$ cat src/rtl/pl_scoreboard_pkg.sv
// Shared pipeline constants for the ID-stage hazard scoreboard.
// Holds the default sizing and the issue_lat encodings used by decode.
package pl_scoreboard_pkg;

  localparam int unsigned NREG_DEF = 32;
  localparam int unsigned AW_DEF   = 5;
  localparam int unsigned LW_DEF   = 3;
  localparam int unsigned PCW_DEF  = 32;

  localparam int unsigned LAT_ALU  = 0;
  localparam int unsigned LAT_LOAD = 1;

endpackage

$ cat src/rtl/sb_entry.sv
// One scoreboard entry: cycles-until-forwardable counter plus a write-pending bit.
// Issue set beats WB clear; reset and flush drop everything.
module sb_entry
  import pl_scoreboard_pkg::*;
#(
  parameter int unsigned LW = LW_DEF
) (
  input  logic          clk,
  input  logic          reset,
  input  logic          flush,
  input  logic          set,
  input  logic [LW-1:0] lat,
  input  logic          clr,
  output logic [LW-1:0] cnt,
  output logic          pend
);

  always_ff @(posedge clk) begin
    if (reset || flush) begin
      cnt  <= '0;
      pend <= 1'b0;
    end else begin
      if (set) begin
        cnt <= lat;
      end else if (cnt != '0) begin
        cnt <= cnt - 1'b1;
      end
      if (set) begin
        pend <= 1'b1;
      end else if (clr) begin
        pend <= 1'b0;
      end
    end
  end

endmodule

$ cat src/rtl/pl_scoreboard.sv
// ID-stage scoreboard: detects RAW/WAW hazards against in-flight producers and
// stalls issue until results become forwardable. Control only, no data path.
module pl_scoreboard
  import pl_scoreboard_pkg::*;
#(
  parameter int unsigned NREG = NREG_DEF,
  parameter int unsigned AW   = AW_DEF,
  parameter int unsigned LW   = LW_DEF,
  parameter int unsigned PCW  = PCW_DEF
) (
  input  logic            CLK,
  input  logic            Reset,
  input  logic            issue_valid,
  input  logic [AW-1:0]   issue_rs,
  input  logic [AW-1:0]   issue_rt,
  input  logic            issue_use_rs,
  input  logic            issue_use_rt,
  input  logic            issue_wr,
  input  logic [AW-1:0]   issue_rdes,
  input  logic [LW-1:0]   issue_lat,
  input  logic            wb_valid,
  input  logic [AW-1:0]   wb_rdes,
  input  logic            flush,
  output logic            stall,
  output logic            issue_fire,
  output logic [NREG-1:0] pend_vec,
  output logic [PCW-1:0]  stall_cnt
);

  logic [LW-1:0]   cnt [NREG];
  logic [NREG-1:0] pend;
  logic            raw_rs, raw_rt, waw, set_en;

  // r0 is hard-wired zero and never tracked
  assign cnt[0]  = '0;
  assign pend[0] = 1'b0;

  for (genvar r = 1; r < NREG; r++) begin : g_entry
    sb_entry #(
      .LW(LW)
    ) u_entry (
      .clk  (CLK),
      .reset(Reset),
      .flush(flush),
      .set  (set_en && (issue_rdes == AW'(r))),
      .lat  (issue_lat),
      .clr  (wb_valid && (wb_rdes == AW'(r))),
      .cnt  (cnt[r]),
      .pend (pend[r])
    );
  end

  always_comb begin
    raw_rs     = issue_use_rs && (issue_rs != '0) && (cnt[issue_rs] != '0);
    raw_rt     = issue_use_rt && (issue_rt != '0) && (cnt[issue_rt] != '0);
    waw        = issue_wr && (issue_rdes != '0) && (cnt[issue_rdes] > issue_lat);
    stall      = issue_valid && !flush && !Reset && (raw_rs || raw_rt || waw);
    issue_fire = issue_valid && !stall && !flush && !Reset;
    set_en     = issue_fire && issue_wr;
  end

  assign pend_vec = pend;

  always_ff @(posedge CLK) begin
    if (Reset) begin
      stall_cnt <= '0;
    end else if (stall && (stall_cnt != '1)) begin
      stall_cnt <= stall_cnt + 1'b1;
    end
  end

endmodule

$ cat config.mk
export PLATFORM = sky130hd
export DESIGN_NAME = pl_scoreboard
export DESIGN_NICKNAME = d
export VERILOG_FILES = /design/src/rtl/pl_scoreboard_pkg.sv /design/src/rtl/sb_entry.sv /design/src/rtl/pl_scoreboard.sv
export SDC_FILE = /design/constraint.sdc
export NUM_CORES = 1
export LEC_CHECK = 0
export CAP_MARGIN = 20
export CORE_UTILIZATION = 55
export CTS_CLUSTER_DIAMETER = 120
export DETAILED_ROUTE_END_ITERATION = 10
export PLACE_DENSITY = 0.77
export SETUP_SLACK_MARGIN = 0.2
export SYNTH_ARGS = -nofsm -noshare
export SYNTH_HDL_FRONTEND = slang
export SYNTH_SLANG_ARGS = --single-unit
$ cat constraint.sdc
create_clock -name CLK -period 6.19 [get_ports CLK]
set_clock_uncertainty 0.15 [all_clocks]
set_input_delay 1.238 -clock CLK [delete_from_list [all_inputs] [get_ports CLK]]
set_output_delay 1.238 -clock CLK [all_outputs]
set_load 0.05 [all_outputs]
==> results.yml <==
status:
  status: "finished, final reports clean"
routing:
  vias: 9620
  first_iter_violations: 967
  ant_nets: 0
  drc: 0
  wl_per_cell_um: 18.4
  drt_pre_antenna_iters: 5
  wirelength_mm: 28.8
  avgViaCountPerCell: 6.14
timing:
  fmaxAchievable_mhz: 170
  setup_viol: 0
  rsz0062_at_grt: "false"
  finalSetupTns_ps: 0
  min_period_ps: 5880
  slew-limit-headroom: 0.422
  drv_slew: 0
  fin_crit_sh: 0.950
  worst_pin_slew_ps: 864
  hold_viol: 0
  setup_ws_ps: 312
floorplanning:
  rows: 51
  start_util: 0.562
  io_pins: 97
  coreArea_um2: 19500
  fp.dieH_um: 143
  dieArea_um2: 20500
  fp.dieW_um: 143
power_and_ir_drop:
  p_sw_frac: 0.274
  switching_power_mw: 0.643
  p_int_mw: 1.71
  seqPwrFrac: 0.431
  p_leak_nw: 4.61
  clock_power_share: 0.471
  ir_drop_mv: 0.148
  power_frac_comb: 0.099
  power_density_nw_per_um2: 188
global_routing:
  grt_overflow: 0
  grt_pass1_wl_mm: 46.3
  groute.usage.overall: 0.291
  grt_max_degree: 95
  grt_pass1_vias: 8975
  grt_antenna_before_repair: 0
final_layout:
  drive_gt1_frac: 0.124
  areaGrowthSynthToFinish_pct: 13.7
  fin_nets: 1386
  layout.cells.non_filler: 1567
  diodes: 0
  stdcell_area_um2: 12500
  fillCellCount: 1602
yosys:
  muxShareOfSynthArea: 0.200
  synth_top_family_by_area: "simple AND/OR/NAND/NOR gates"
  syn_area_per_cell_um2: 8.67
  ys_warn_count: 0
  ys.flop_type: "dfxtp_1"
  synthArstFlopShare: 0
  synth_top_area_share: 0.285
  synth-xor-area-share: 0.0248
  synth_fa_ha_area_frac: 0.0753
  yosys.area.top_type: "dfxtp_1"
  synth.most_common_cell: "dfxtp_1"
  syn_area_um2: 11000
  syn_nets: 1362
  synth.area.top_cells: "dfxtp_1 (28%), mux2i_1 (8.9%), ha_1 (7.5%)"
  synth_seq_area_share: 0.285
  synth-edff-count: 0
  synth_compound_gate_area_share: 0.107
  syn-instance-count: 1265
  synthSimpleGateAreaFrac: 0.224
  ys_ff_latch: 156
  synthDistinctLibCells: 65
  synthTopCellsByCount: "dfxtp_1 (156), nand2_1 (153), mux2i_1 (98)"
worst_hold_path:
  min_from: "g_entry[13].u_entry.pend$_SDFFE_PP0P_"
  hold_class: "reg2reg"
placed_design:
  dpl_cell_area_um2: 11800
  gp_congestion: 0.921
  pre_cts_ws_ps: 308
  dp_hpwl_mm: 20.7
  dp_cells: 1535
  port_buffers: 95
setup_path:
  r2r_start: "g_entry[15].u_entry.cnt[1]$_SDFFE_PP0P_"
  cp-end-kind: "output pin"
  r2r_setup_slack_ps: 2280
  critPathKind: "in2out"
  crit_fanout: 28
  critPathLaunch: "issue_rdes[0]"
  endpoint: "stall"
  r2r_cells: 12
  arrival_ps: 4490
  start_kind: "input pin"
  cp_data_required_time_ps: 4800
  regToRegEndpoint: "g_entry[28].u_entry.cnt[2]$_SDFFE_PP0P_"
clocking:
  numCtsBuffers: 17
  path_clk_slew_ps: 70
  cts-root-buf: "clkbuf_16"
  clock_latency_ps: 440
  clock_sinks: 156
  post-cts-setup-buffer-count: 0
  clk_path_buf_depth: 2
  cts_tree: "yes"
  cts_htree_levels: 4
run:
  cap_violations: 0
placed cells by master (no fill, tap or decap), types with 22 or more instances in the layout:
cell	instances
dfxtp_1	156
nand2_1	153
mux2i_1	98
clkdlybuf4s50_1	93
inv_1	75
o21ai_0	70
ha_1	66
nor2_1	65
a21oi_1	52
nor2b_1	48
mux2_2	41
nand3_1	34
mux4_2	32
nor3_1	31
xnor2_1	31
nor4_1	22
metrics by stage:
step	utilization	hold slack [ps]	total power [mW]
final	0.638	323	2.35
after global routing	0.638	358	2.41
after CTS	0.638	327	2.35
after detailed placement	0.606	318	1.26
after global placement	0.606	309	1.26
after floorplan	-	300	1.20
layer usage:
metal	up-vias	track usage	wire length, um
li1	4500	-	-
met1	4570	0.390	12500
met2	476	0.451	13000
met3	74	0.0704	2680
met4	0	0.110	665
met5	-	0	0
power by group through the flow:
stage	clock (mW)	combinational, mW	sequential [mW]
finish	1.11	0.232	1.01
global route	1.15	0.247	1.01
CTS	1.11	0.226	1.01
detailed placement	0	0.224	1.03
global placement	0	0.221	1.03
floorplan	0	0.163	1.03
flip-flops by register name, indices dropped and copies added, names as in the netlist:
| name | cells |
|---|---|
| g_entry.u_entry.cnt | 93 |
| stall_cnt | 32 |
| g_entry.u_entry.pend | 31 |
critical path: stages:
cell,delay [ps]
clkdlybuf4s50_1,510
buf_12,210
mux4_2,530
mux4_2,480
a21oi_1,130
a21oi_1,90
ha_1,320
nand3_1,100
nand3_1,140
o22ai_4,260
nor2_4,90
nor2_4,190
buf_6,190
layout make-up:
cell class / instances / area, um2 / area share
multi-input cells: 921 / 6950 / 0.557
flip-flops and latches: 156 / 3120 / 0.251
repair buffers: 117 / 1160 / 0.0934
clock buffers: 18 / 439 / 0.0352
well taps: 265 / 332 / 0.0266
inverters: 76 / 288 / 0.0231
clock inverters: 14 / 173 / 0.0138
logic make-up after synthesis:
logic type	after synthesis
buffers and inverters	188
XOR/XNOR	31
other	1
flip-flops	156
AO/OA/AOI/OAI	189
multiplexers	172
AND/OR/NAND/NOR	462
adder cells (fa/ha/maj)	66
what timing repair did:
| action | CTS | global route |
|---|---|---|
| endpoints found under the setup margin | 0 | 1 |
| hold buffers | 0 | 0 |
| resized for setup | 0 | 3 |
worst min-delay path by stage:
stage / to / cells past startpoint
6_report: g_entry[13].u_entry.pend$_SDFFE_PP0P_ / 2
5_1_grt: g_entry[23].u_entry.pend$_SDFFE_PP0P_ / 2
4_1_cts: g_entry[27].u_entry.pend$_SDFFE_PP0P_ / 2
3_5_place_dp: g_entry[27].u_entry.pend$_SDFFE_PP0P_ / 2
3_3_place_gp: g_entry[27].u_entry.pend$_SDFFE_PP0P_ / 2
2_1_floorplan: g_entry[21].u_entry.pend$_SDFFE_PP0P_ / 2
No activity file was read; power rests on OpenSTA's default activity.
